File: config.mk
export PLATFORM = sky130hd
export DESIGN_NAME = comparator_scan_sequencer_flat
export DESIGN_NICKNAME = d
export VERILOG_FILES = /design/src/rtl/scan_pkg.sv /design/src/rtl/comparator_scan_sequencer_if.sv /design/src/rtl/scan_result_ram.sv /design/src/rtl/comparator_scan_sequencer.sv /design/src/flat_wrapper.sv
export SDC_FILE = /design/constraint.sdc
export NUM_CORES = 1
export LEC_CHECK = 0
export CAP_MARGIN = 30
export CORE_MARGIN = 10
export CORE_UTILIZATION = 50
export CTS_CLUSTER_DIAMETER = 200
export CTS_CLUSTER_SIZE = 30
export DETAILED_ROUTE_END_ITERATION = 16
export GPL_TIMING_DRIVEN = 0
export PLACE_DENSITY = 0.68
export REMOVE_ABC_BUFFERS = 1
export SETUP_SLACK_MARGIN = 0.05
export SLEW_MARGIN = 20
export SYNTH_ARGS = -nofsm -noshare
export SYNTH_HDL_FRONTEND = slang
export SYNTH_HIERARCHICAL = 1
export SYNTH_SLANG_ARGS = --single-unit
File: constraint.sdc
create_clock -name clock -period 10.2 [get_ports clock]
set_input_delay 2.04 -clock clock [delete_from_list [all_inputs] [get_ports clock]]
set_output_delay 2.04 -clock clock [all_outputs]
set_load 0.05 [all_outputs]
File: src/rtl/scan_pkg.sv
// Shared types and constants for the comparator halfstrip scan sequencer.
package scan_pkg;
    localparam int HS_W        = 5;
    localparam int NHALFSTRIPS = 32;
    localparam int ERRCNT_W    = 16;

    localparam logic [ERRCNT_W-1:0] TIMEOUT_RESULT = '1;

    typedef enum logic [2:0] {
        IDLE,
        RST,
        SETTLE_A,
        ARM,
        WAIT_BUSY,
        WAIT_DONE,
        SETTLE_B,
        CAPTURE
    } state_t;
endpackage

File: src/rtl/comparator_scan_sequencer_if.sv
// Sequencer <-> comparator_injector link: halfstrip select, fire/reset strobes, pulser status.
interface comparator_scan_sequencer_if;
    import scan_pkg::*;

    logic [HS_W-1:0]     active_halfstrip;
    logic                fire_pulse;
    logic                compout_errcnt_rst;
    logic                thresholds_errcnt_rst;
    logic                offsets_errcnt_rst;
    logic                pulser_ready;
    logic [ERRCNT_W-1:0] compout_errcnt;

    modport master (
        output active_halfstrip, fire_pulse,
        output compout_errcnt_rst, thresholds_errcnt_rst, offsets_errcnt_rst,
        input  pulser_ready, compout_errcnt
    );

    modport slave (
        input  active_halfstrip, fire_pulse,
        input  compout_errcnt_rst, thresholds_errcnt_rst, offsets_errcnt_rst,
        output pulser_ready, compout_errcnt
    );
endinterface

File: src/rtl/scan_result_ram.sv
// Per-halfstrip result file: synchronous clear, one write port, registered read port.
module scan_result_ram
    import scan_pkg::*;
(
    input  logic                clk_i,
    input  logic                rst_i,
    input  logic                clr_i,
    input  logic                we_i,
    input  logic [HS_W-1:0]     waddr_i,
    input  logic [ERRCNT_W-1:0] wdata_i,
    input  logic [HS_W-1:0]     raddr_i,
    output logic [ERRCNT_W-1:0] rdata_o
);
    logic [ERRCNT_W-1:0] mem_q [NHALFSTRIPS];
    logic [ERRCNT_W-1:0] rdata_q;

    always_ff @(posedge clk_i) begin
        if (rst_i) begin
            for (int i = 0; i < NHALFSTRIPS; i++) mem_q[i] <= '0;
            rdata_q <= '0;
        end else begin
            if (clr_i) begin
                for (int i = 0; i < NHALFSTRIPS; i++) mem_q[i] <= '0;
            end else if (we_i) begin
                mem_q[waddr_i] <= wdata_i;
            end
            rdata_q <= mem_q[raddr_i];
        end
    end

    assign rdata_o = rdata_q;
endmodule

File: src/rtl/comparator_scan_sequencer.sv
// Steps through a halfstrip range: reset counters, settle, fire, wait for pulser, drain, capture errcnt.
module comparator_scan_sequencer
    import scan_pkg::*;
#(
    parameter int SETTLE_CYCLES  = 8,
    parameter int TIMEOUT_CYCLES = 4095
) (
    input  logic                       clock,
    input  logic                       reset,
    input  logic                       start,
    input  logic                       abort,
    input  logic [HS_W-1:0]            first_hs,
    input  logic [HS_W-1:0]            last_hs,
    comparator_scan_sequencer_if.master inj,
    output logic                       busy,
    output logic                       done,
    output logic                       cfg_err,
    output logic                       timeout,
    output logic [NHALFSTRIPS-1:0]     fail_mask,
    input  logic [HS_W-1:0]            rd_addr,
    output logic [ERRCNT_W-1:0]        rd_data
);
    localparam int CNT_W = $clog2(TIMEOUT_CYCLES + SETTLE_CYCLES + 1);
    localparam logic [CNT_W-1:0] SETTLE_LAST = CNT_W'(SETTLE_CYCLES - 1);
    localparam logic [CNT_W-1:0] TMO_LAST    = CNT_W'(TIMEOUT_CYCLES - 1);

    state_t                 state_q, state_d;
    logic [CNT_W-1:0]       cnt_q, cnt_d;
    logic [HS_W-1:0]        act_q, act_d;
    logic [HS_W-1:0]        last_q, last_d;
    logic                   busy_q, busy_d;
    logic                   done_q, done_d;
    logic                   cfg_q, cfg_d;
    logic                   tmo_q, tmo_d;
    logic [NHALFSTRIPS-1:0] fail_q, fail_d;
    logic                   fire_q, fire_d;
    logic                   rst_q, rst_d;

    logic                   we, clr, finish, tmo_hit;
    logic [ERRCNT_W-1:0]    wdata;

    assign tmo_hit = (cnt_q == TMO_LAST);

    always_comb begin
        state_d = state_q;
        act_d   = act_q;
        last_d  = last_q;
        busy_d  = busy_q;
        done_d  = done_q;
        cfg_d   = cfg_q;
        tmo_d   = tmo_q;
        fail_d  = fail_q;
        fire_d  = 1'b0;
        we      = 1'b0;
        clr     = 1'b0;
        finish  = 1'b0;
        wdata   = inj.compout_errcnt;

        if (abort && state_q != IDLE) begin
            state_d = IDLE;
            busy_d  = 1'b0;
        end else begin
            unique case (state_q)
                IDLE: begin
                    if (start && !abort) begin
                        if (first_hs <= last_hs) begin
                            act_d   = first_hs;
                            last_d  = last_hs;
                            done_d  = 1'b0;
                            tmo_d   = 1'b0;
                            cfg_d   = 1'b0;
                            fail_d  = '0;
                            clr     = 1'b1;
                            busy_d  = 1'b1;
                            state_d = RST;
                        end else begin
                            cfg_d = 1'b1;
                        end
                    end
                end
                RST:      state_d = SETTLE_A;
                SETTLE_A: if (cnt_q == SETTLE_LAST) state_d = ARM;
                ARM: begin
                    if (inj.pulser_ready) begin
                        fire_d  = 1'b1;
                        state_d = WAIT_BUSY;
                    end else if (tmo_hit) begin
                        finish = 1'b1;
                    end
                end
                WAIT_BUSY: begin
                    if (!inj.pulser_ready) state_d = WAIT_DONE;
                    else if (tmo_hit)      finish  = 1'b1;
                end
                WAIT_DONE: begin
                    if (inj.pulser_ready) state_d = SETTLE_B;
                    else if (tmo_hit)     finish  = 1'b1;
                end
                SETTLE_B: if (cnt_q == SETTLE_LAST) state_d = CAPTURE;
                CAPTURE:  finish = 1'b1;
                default:  state_d = IDLE;
            endcase

            // A finish outside CAPTURE can only come from a pulser-wait timeout.
            if (finish && state_q != CAPTURE) begin
                tmo_d = 1'b1;
                wdata = TIMEOUT_RESULT;
            end
            if (finish) begin
                we = 1'b1;
                if (wdata != '0) fail_d[act_q] = 1'b1;
                if (act_q == last_q) begin
                    state_d = IDLE;
                    busy_d  = 1'b0;
                    done_d  = 1'b1;
                end else begin
                    act_d   = act_q + 1'b1;
                    state_d = RST;
                end
            end
        end

        rst_d = (state_d == RST);
        cnt_d = (state_d != state_q) ? '0 : cnt_q + 1'b1;
    end

    always_ff @(posedge clock) begin
        if (reset) begin
            state_q <= IDLE;
            cnt_q   <= '0;
            act_q   <= '0;
            last_q  <= '0;
            busy_q  <= 1'b0;
            done_q  <= 1'b0;
            cfg_q   <= 1'b0;
            tmo_q   <= 1'b0;
            fail_q  <= '0;
            fire_q  <= 1'b0;
            rst_q   <= 1'b0;
        end else begin
            state_q <= state_d;
            cnt_q   <= cnt_d;
            act_q   <= act_d;
            last_q  <= last_d;
            busy_q  <= busy_d;
            done_q  <= done_d;
            cfg_q   <= cfg_d;
            tmo_q   <= tmo_d;
            fail_q  <= fail_d;
            fire_q  <= fire_d;
            rst_q   <= rst_d;
        end
    end

    scan_result_ram u_ram (
        .clk_i   (clock),
        .rst_i   (reset),
        .clr_i   (clr),
        .we_i    (we),
        .waddr_i (act_q),
        .wdata_i (wdata),
        .raddr_i (rd_addr),
        .rdata_o (rd_data)
    );

    assign inj.active_halfstrip      = act_q;
    assign inj.fire_pulse            = fire_q;
    assign inj.compout_errcnt_rst    = rst_q;
    assign inj.thresholds_errcnt_rst = rst_q;
    assign inj.offsets_errcnt_rst    = rst_q;
    assign busy      = busy_q;
    assign done      = done_q;
    assign cfg_err   = cfg_q;
    assign timeout   = tmo_q;
    assign fail_mask = fail_q;
endmodule
File: src/flat_wrapper.sv
// flat-port wrapper written by rule: the top's interface ports become plain ports
module comparator_scan_sequencer_flat import scan_pkg::*;
#(
    parameter int SETTLE_CYCLES  = 8,
    parameter int TIMEOUT_CYCLES = 4095
)
  (clock, reset, start, abort, first_hs, last_hs, busy, done, cfg_err, timeout, fail_mask, rd_addr, rd_data, inj_active_halfstrip, inj_fire_pulse, inj_compout_errcnt_rst, inj_thresholds_errcnt_rst, inj_offsets_errcnt_rst, inj_pulser_ready, inj_compout_errcnt);
  comparator_scan_sequencer_if inj_i ();
  input  logic clock;
  input  logic reset;
  input  logic start;
  input  logic abort;
  input  logic [HS_W-1:0] first_hs;
  input  logic [HS_W-1:0] last_hs;
  output logic busy;
  output logic done;
  output logic cfg_err;
  output logic timeout;
  output logic [NHALFSTRIPS-1:0] fail_mask;
  input  logic [HS_W-1:0] rd_addr;
  output logic [ERRCNT_W-1:0] rd_data;
  output wire logic [$bits(inj_i.active_halfstrip)-1:0] inj_active_halfstrip;
  output wire logic [$bits(inj_i.fire_pulse)-1:0] inj_fire_pulse;
  output wire logic [$bits(inj_i.compout_errcnt_rst)-1:0] inj_compout_errcnt_rst;
  output wire logic [$bits(inj_i.thresholds_errcnt_rst)-1:0] inj_thresholds_errcnt_rst;
  output wire logic [$bits(inj_i.offsets_errcnt_rst)-1:0] inj_offsets_errcnt_rst;
  input wire logic [$bits(inj_i.pulser_ready)-1:0] inj_pulser_ready;
  input wire logic [$bits(inj_i.compout_errcnt)-1:0] inj_compout_errcnt;
  assign inj_active_halfstrip = inj_i.active_halfstrip;
  assign inj_fire_pulse = inj_i.fire_pulse;
  assign inj_compout_errcnt_rst = inj_i.compout_errcnt_rst;
  assign inj_thresholds_errcnt_rst = inj_i.thresholds_errcnt_rst;
  assign inj_offsets_errcnt_rst = inj_i.offsets_errcnt_rst;
  assign inj_i.pulser_ready = inj_pulser_ready;
  assign inj_i.compout_errcnt = inj_compout_errcnt;
  comparator_scan_sequencer #(.SETTLE_CYCLES(SETTLE_CYCLES), .TIMEOUT_CYCLES(TIMEOUT_CYCLES)) u_core (.clock(clock), .reset(reset), .start(start), .abort(abort), .first_hs(first_hs), .last_hs(last_hs), .inj(inj_i), .busy(busy), .done(done), .cfg_err(cfg_err), .timeout(timeout), .fail_mask(fail_mask), .rd_addr(rd_addr), .rd_data(rd_data));
endmodule
==> results.md, run 1 <==
- Outcome: finished clean
- Worst path arrival time: 6590 ps
- R2R cell count: 10
- PwrDens: 147 mW/mm^2
- CTS Buffer Depth: 3
- Pre-CTS setup slack: 3520 ps
- Clk Latency, worst-skew pair: 600 ps
- Routed Antenna Nets: 0
- Port Buf Inserts: 96
- Final net count: 1,957
- Cells after Synth: 1,898
- Ports: 97
- Worst R2R End: u_core/u_ram/mem_q[28][6]
- Clock-pin slew on the worst setup and hold paths: 120 ps
- Final GP Congestion: 0.858
- Power Total: 0.00442 W
- Synth Register Bits: 592
- P_int: 0.00336 W
- Min-Delay Path Class: reg2reg
- Measured slew at the worst slew-check pin: 957 ps
- Max Cap Viol: 0
- Final hold violation count: 0
- Worst r2r src: u_core/state_q[0]
- Vias in the first global route: 15,482
- Share of layout cells above drive strength 1: 0.127
- Fin cells: 2,631
- Router iterations before antenna repair: 7
- H-tree depth: 1
- Dominant synthesized flop cell: edfxtp_1
- Crit path from: last_hs[4]
- Final setup margin: 4090 ps
- Initial antenna violation count: 0
- TritonCTS clock tree: built
- Die Y: 255 um
- CP Capture Type: register
- Sequential power share: 0.632
- Die area: 0.0651 mm^2
- Fin Clk Skew: 24.6 ps
- Fmax: 164 MHz
- Crit path required time: 10,670 ps
- Post-synthesis sequential area ratio: 0.614
- Post-DR vias/cell: 6.02
- Crit-path max FO: 36
- Rel. slew slack: 0.361
- Placed cells: 2,584
- Distinct cell type count of the synthesized netlist: 81
- DRC viols: 0
- Hold Buf Count CTS: 0
- Initial DRC count: 1,374
- Wirelength per Cell: 25.1 um
- Routed wire length: 66,100 um
- Reg2reg setup slack: 5720 ps
- Post-CTS setup buffer count: 0
- Die width: 255 um
- Lkg Pwr: 11.0 nW
- Crit start category: input port
- Number of gates resized after CTS: 0
- Logic pwr share: 0.107
- Largest net degree at the start of global routing: 76
- RSZ-0062 raised after global routing: no
- Synth async-reset ratio: 0
- EDFF count, synth: 512
- Min Tclk post-route: 6110 ps
- HPWL after detailed placement: 43,000 um
- Starting density of the core: 0.504
- Area of the mapped netlist: 0.0276 mm^2
- Clk pwr share: 0.262
- Congestion Overflow GR: 0
- ANT cells: 0
- Final Setup Violations: 0
- Net Sw Power: 0.00105 W
- Final period util: 0.599
- Row count: 86
- Critical path class: in2reg
- DR vias: 15,833
- WHS: 486 ps
- Root buffer cell: clkbuf_16
- CP endpoint: u_core/u_ram/mem_q[28][6]
- Synth Area per Inst: 14.6 um^2
- Clock Sinks: 592
- Core area: 0.0549 mm^2
- Net Sw Frac: 0.239
- Global-route wire length before repair: 99,000 um
- Area grow syn2layout: 8.49%
- Max-slew violations: 0
- Number of buffers created by CTS: 23
- Ys Warns: 6
- Peak VDD IR: 0.103 mV
- Total GRT Usage: 0.201
[critical path: stages]
cell             delay (ps)
clkdlybuf4s50_1         450
inv_1                    60
ha_1                    310
nand3_1                 110
a21oi_1                 180
o21ai_1                 190
nand2_2                 210
clkinv_2                200
nor2_8                  730
nand4bb_2               810
nor2_1                  840
buf_4                   270
and2_1                  140
[power groups by stage]
stage          Combinational, W  Sequential (W)  Clock [W]
6_report               0.000471         0.00279    0.00116
5_1_grt                0.000495         0.00280    0.00126
4_1_cts                0.000467         0.00279    0.00118
3_5_place_dp           0.000467         0.00285          0
3_3_place_gp           0.000453         0.00285          0
2_1_floorplan          0.000216         0.00287          0
[cell usage in the layout (no fill, tap or decap), types with 6 or more instances in the layout]
| cell type | n |
|---|---|
| and2_1 | 519 |
| edfxtp_1 | 512 |
| clkdlybuf4s50_1 | 92 |
| dfxtp_1 | 80 |
| mux2i_1 | 75 |
| mux4_2 | 70 |
| mux4_1 | 42 |
| nor2_1 | 35 |
| a22o_1 | 32 |
| o21ai_2 | 31 |
| nand2_1 | 26 |
| clkbuf_16 | 23 |
| buf_6 | 21 |
| buf_8 | 19 |
| nand3_1 | 18 |
| o21ai_0 | 18 |
| clkbuf_1 | 17 |
| a21oi_1 | 17 |
| a31oi_1 | 17 |
| buf_4 | 16 |
| nand2b_2 | 16 |
| a22oi_1 | 16 |
| a221o_1 | 16 |
| nor2_2 | 15 |
| inv_1 | 14 |
| nand3b_1 | 14 |
| nor3_1 | 14 |
| or3_1 | 12 |
| xor2_1 | 11 |
| ha_1 | 11 |
| a221oi_1 | 11 |
| and3_1 | 9 |
| nor4_1 | 7 |
| xnor2_1 | 6 |
[stage by stage]
| stage | util | TNS, ps | area [um^2] |
|---|---|---|---|
| CTS | 0.546 | 0 | 29900 |
| floorplan | - | 0 | 26600 |
| finish | 0.547 | 0 | 30000 |
| global placement | 0.519 | -25600 | 28500 |
| detailed placement | 0.534 | 0 | 29300 |
| global route | 0.547 | 0 | 30000 |
[cell families after synthesis]
kind of cell / share of synthesized area
and+or+nand+nor: 0.161
DFF: 0.614
muxes: 0.126
AOI/OAI and AO/OA: 0.0499
buffers and inverters: 0.0395
xor gates and xnor gates: 0.00539
adders and majority gates: 0.00498
[sequential cells by signal, summed over array words and instances, names as in the netlist]
| register | flops |
|---|---|
| u_core/busy | 1 |
| u_core/cfg_err | 1 |
| u_core/cnt_q | 13 |
| u_core/done | 1 |
| u_core/fail_mask | 32 |
| u_core/inj.active_halfstrip | 5 |
| u_core/inj.compout_errcnt_rst | 1 |
| u_core/inj.fire_pulse | 1 |
| u_core/last_q | 5 |
| u_core/state_q | 3 |
| u_core/timeout | 1 |
| u_core/u_ram/mem_q | 512 |
| u_core/u_ram/rdata_o | 16 |
[worst min path at each step]
stage          cells past startpoint                to             start
3_5_place_dp                       1       u_core/done       u_core/done
4_1_cts                            2  u_core/last_q[0]  u_core/last_q[0]
2_1_floorplan                      2  u_core/last_q[0]  u_core/last_q[0]
6_report                           1    u_core/cfg_err    u_core/cfg_err
3_3_place_gp                       1       u_core/done       u_core/done
5_1_grt                            1       u_core/done       u_core/done
[synthesized netlist by cell type (all sizes together) (4+ instances only)]
library cell / count / area share
and2: 520 / 0.12
edfxtp: 512 / 0.56
clkbuf: 118 / 0.021
mux4: 112 / 0.097
dfxtp: 80 / 0.058
mux2i: 75 / 0.027
nor2: 53 / 0.0092
o21ai: 51 / 0.0092
buf: 46 / 0.015
a22o: 32 / 0.010
nand2: 27 / 0.0038
nand2b: 20 / 0.0045
nand3: 19 / 0.0039
a31oi: 18 / 0.0043
a21oi: 17 / 0.0031
a221o: 16 / 0.0058
a22oi: 16 / 0.0043
inv: 15 / 0.0020
nor3: 15 / 0.0027
nand3b: 14 / 0.0038
or3: 14 / 0.0035
a221oi: 11 / 0.0035
ha: 11 / 0.0050
xor2: 11 / 0.0035
and3: 9 / 0.0020
nor4: 7 / 0.0016
xnor2: 6 / 0.0019
o2111ai: 5 / 0.0016
nand4: 4 / 0.0014
o21a: 4 / 0.0011
[layout make-up]
type                    count  area, um^2
fillers                  4422       24900
flip-flops and latches    592       17000
multi-input cells        1125        9770
repair buffers            152        1650
well taps                 704         881
clock buffers              40         639
inverters                  16        61.3
clock inverters             2        17.5
[per-layer routing]
layer  share of wire  vias up  routed length [um]  track usage
li1                -     7040                   -            -
met3           0.085       72                5590       0.0410
met2            0.47      587               30700        0.321
met1            0.43     8134               28300        0.283
met5               0        -                   0            0
met4           0.022        0                1440       0.0423
(Power assumes the default switching activity.)
==> inputs of run 2 (changes only) <==
==> constraint.sdc (replaced) <==
create_clock -name clock -period 6.15 [get_ports clock]
set_input_delay 1.23 -clock clock [delete_from_list [all_inputs] [get_ports clock]]
set_output_delay 1.23 -clock clock [all_outputs]
set_load 0.05 [all_outputs]
==> results of run 2 <==
The final DEF is identical to that of run 1. Status: finished clean.
Among the figures that moved: setup slack after placement 3520 ps -> 280 ps; setup slack after layout 4090 ps -> 849 ps; register-to-register setup slack 5720 ps -> 1670 ps; total power 0.00442 W -> 0.00733 W; worst IR drop on VDD 0.103 mV -> 0.170 mV
==> inputs of run 3 (changes only) <==
--- a/config.mk
+++ b/config.mk
@@ -8,6 +8,7 @@
 export CAP_MARGIN = 30
 export CORE_MARGIN = 10
 export CORE_UTILIZATION = 50
+export CTS_BUF_LIST = sky130_fd_sc_hd__clkbuf_8
 export CTS_CLUSTER_DIAMETER = 200
 export CTS_CLUSTER_SIZE = 30
 export DETAILED_ROUTE_END_ITERATION = 16
==> run 3 against run 2 <==
Cell count stayed put. Sequential power hardly changed. Total power is 5.7% lower. Non-clock buffer count stayed put. Global-route usage hardly changed. Sequential cell count stayed put. Worst setup slack better by 54 ps. Via count is 0.31% lower. First-iteration DRC count is 2.7% lower. Clock skew is 19 ps higher. Largest power group unchanged.
==> results.md, run 3 (synthesized netlist as in run 1, its figures left out) <==
- Outcome: finished clean
- Rel. slew slack: 0.378 (+0.0168)
- Fmax: 191 MHz
- Min-Delay Path Class: reg2reg
- Die width: 255 um (unchanged)
- Number of flip-flops in the largest register: 512 (unchanged)
- Total GRT Usage: 0.202 (+0.000213)
- Share of layout cells above drive strength 1: 0.127 (unchanged)
- Register area: 0.0170 mm^2 (unchanged)
- Wirelength per Cell: 25.1 um (about the same)
- Slowest stage delay, CP: 850 ps (about the same)
- Starting density of the core: 0.504 (unchanged)
- PwrDens: 232 mW/mm^2
- Crit path required time: 6720 ps
- Fin Setup TNS: 0 ps (unchanged)
- Global-route wire length before repair: 99,100 um (+0.11%)
- Port Buf Inserts: 96 (unchanged)
- Hold Buf Count CTS: 0 (unchanged)
- Initial DRC count: 1,337 (-2.7%)
- Slowest CP cell: nor2_1
- Router iterations before antenna repair: 5 (-2)
- Post-DR vias/cell: 6.00 (-0.31%)
- Critical path class: in2reg
- Final GP Congestion: 0.858 (unchanged)
- Area grow syn2layout: 7.55%
- Fin Clk Skew: 43.4 ps (+18.8 ps)
- Clk Latency, worst-skew pair: 690 ps (+90 ps)
- Commonest non-fill, non-tap cell in the layout: and2_1
- Fill cells: 4,452 (+0.68%)
- Clock-pin slew on the worst setup and hold paths: 180 ps (+60 ps)
- Measured slew at the worst slew-check pin: 932 ps (-25.2 ps)
- Final period util: 0.853
- DRC viols: 0 (unchanged)
- CP Cell Sequence: clkdlybuf4s50_1 -> inv_1 -> ha_1 -> nand3_1 -> a21oi_1 -> o21ai_1 -> nand2_2 -> clkinv_2 -> nor2_8 -> nand4bb_2 -> nor2_1 -> buf_4 -> and2_1
- Congestion Overflow GR: 0 (unchanged)
- Final Setup Violations: 0 (unchanged)
- Peak VDD IR: 0.154 mV
- Vias in the first global route: 15,483 (+0.0065%)
- Number of gates resized after CTS: 0 (unchanged)
- Row count: 86 (unchanged)
- Ports: 97 (unchanged)
- Multi-input logic area: 0.00977 mm^2 (unchanged)
- CTS Buffer Depth: 3 (unchanged)
- Clock Sinks: 592 (unchanged)
- Max-slew violations: 0 (unchanged)
- Max Cap Viol: 0 (unchanged)
- Initial antenna violation count: 0 (unchanged)
- Worst path arrival time: 5820 ps
- HPWL after detailed placement: 43,000 um (unchanged)
- Min Tclk post-route: 5250 ps
- Core area: 0.0549 mm^2 (unchanged)
- Root buffer cell: clkbuf_8
- Crit-path max FO: 36 (unchanged)
- Post-CTS setup buffer count: 0 (unchanged)
- H-tree depth: 1 (unchanged)
- CP Capture Type: register
- RSZ-0062 raised after global routing: no
- Largest net degree at the start of global routing: 76 (unchanged)
- ANT cells: 0 (unchanged)
- Crit start category: input port
- Die Y: 255 um (unchanged)
- DR vias: 15,784 (-0.31%)
- Most frequent cells in the layout: and2_1, edfxtp_1, clkdlybuf4s50_1
- Number of buffers created by CTS: 23 (unchanged)
- Largest Register: u_core/u_ram/mem_q
- Routed Antenna Nets: 0 (unchanged)
- Final net count: 1,957 (unchanged)
- Final hold violation count: 0 (unchanged)
- Die area: 0.0651 mm^2 (unchanged)
- WHS: 489 ps (+2.75 ps)
- TritonCTS clock tree: built
- Lkg Pwr: 10.9 nW (-0.47%)
- Hold Crit Depth: 2 (+1)
- Routed wire length: 66,100 um (about the same)
- R2R cell count: 10 (unchanged)
[run 3: stage by stage]
step	total power, W	area, um^2	worst slack, ps	util	std cells
after floorplan	0.00511	26600	1330	-	1733
after global placement	0.00548	28500	-5130	0.519	2533
after detailed placement	0.00550	29300	280	0.534	2584
after CTS	0.00695	29700	1030	0.541	2626
after global routing	0.00715	29700	652	0.542	2631
final	0.00691	29700	902	0.542	2631
[run 3: final cells by class]
type | instances | share of cell area
Inverter | 16 | 0.00206
Sequential cell | 592 | 0.571
Timing Repair Buffer | 152 | 0.0555
Clock buffer | 23 | 0.0106
Clock inverter | 19 | 0.00269
Tap cell | 704 | 0.0296
Multi-Input combinational cell | 1125 | 0.329
[run 3: per-layer routing]
metal  track usage  wire length, um  up-vias
li1              -                -     7023
met1         0.282            28500     8101
met2         0.320            30700      585
met3        0.0427             5270       75
met4        0.0439             1540        0
met5             0                0        -
[run 3: power by group]
group	switching, W	total (W)	internal [W]	leakage, nW
registers	0.0000635	0.00463	0.00457	6.03
clock network	0.00114	0.00150	0.000361	0.261
logic	0.000494	0.000781	0.000287	4.65
[run 3: final timing paths]
check | startpoint | end | slack [ps]
setup / recovery | last_hs[4] | u_core/u_ram/mem_q[28][10] | 900
hold / removal | u_core/last_q[0] | u_core/last_q[0] | 490
setup reg to reg | u_core/state_q[0] | u_core/u_ram/mem_q[28][10] | 1640
hold reg to reg | u_core/last_q[0] | u_core/last_q[0] | 490
[run 3: critical path, delay by kind of cell]
kind / cells / cell delay [ps]
AOI/OAI and AO/OA: 2 / 370
adders and majority gates: 1 / 310
buffers and inverters: 4 / 990
and+or+nand+nor: 6 / 2870
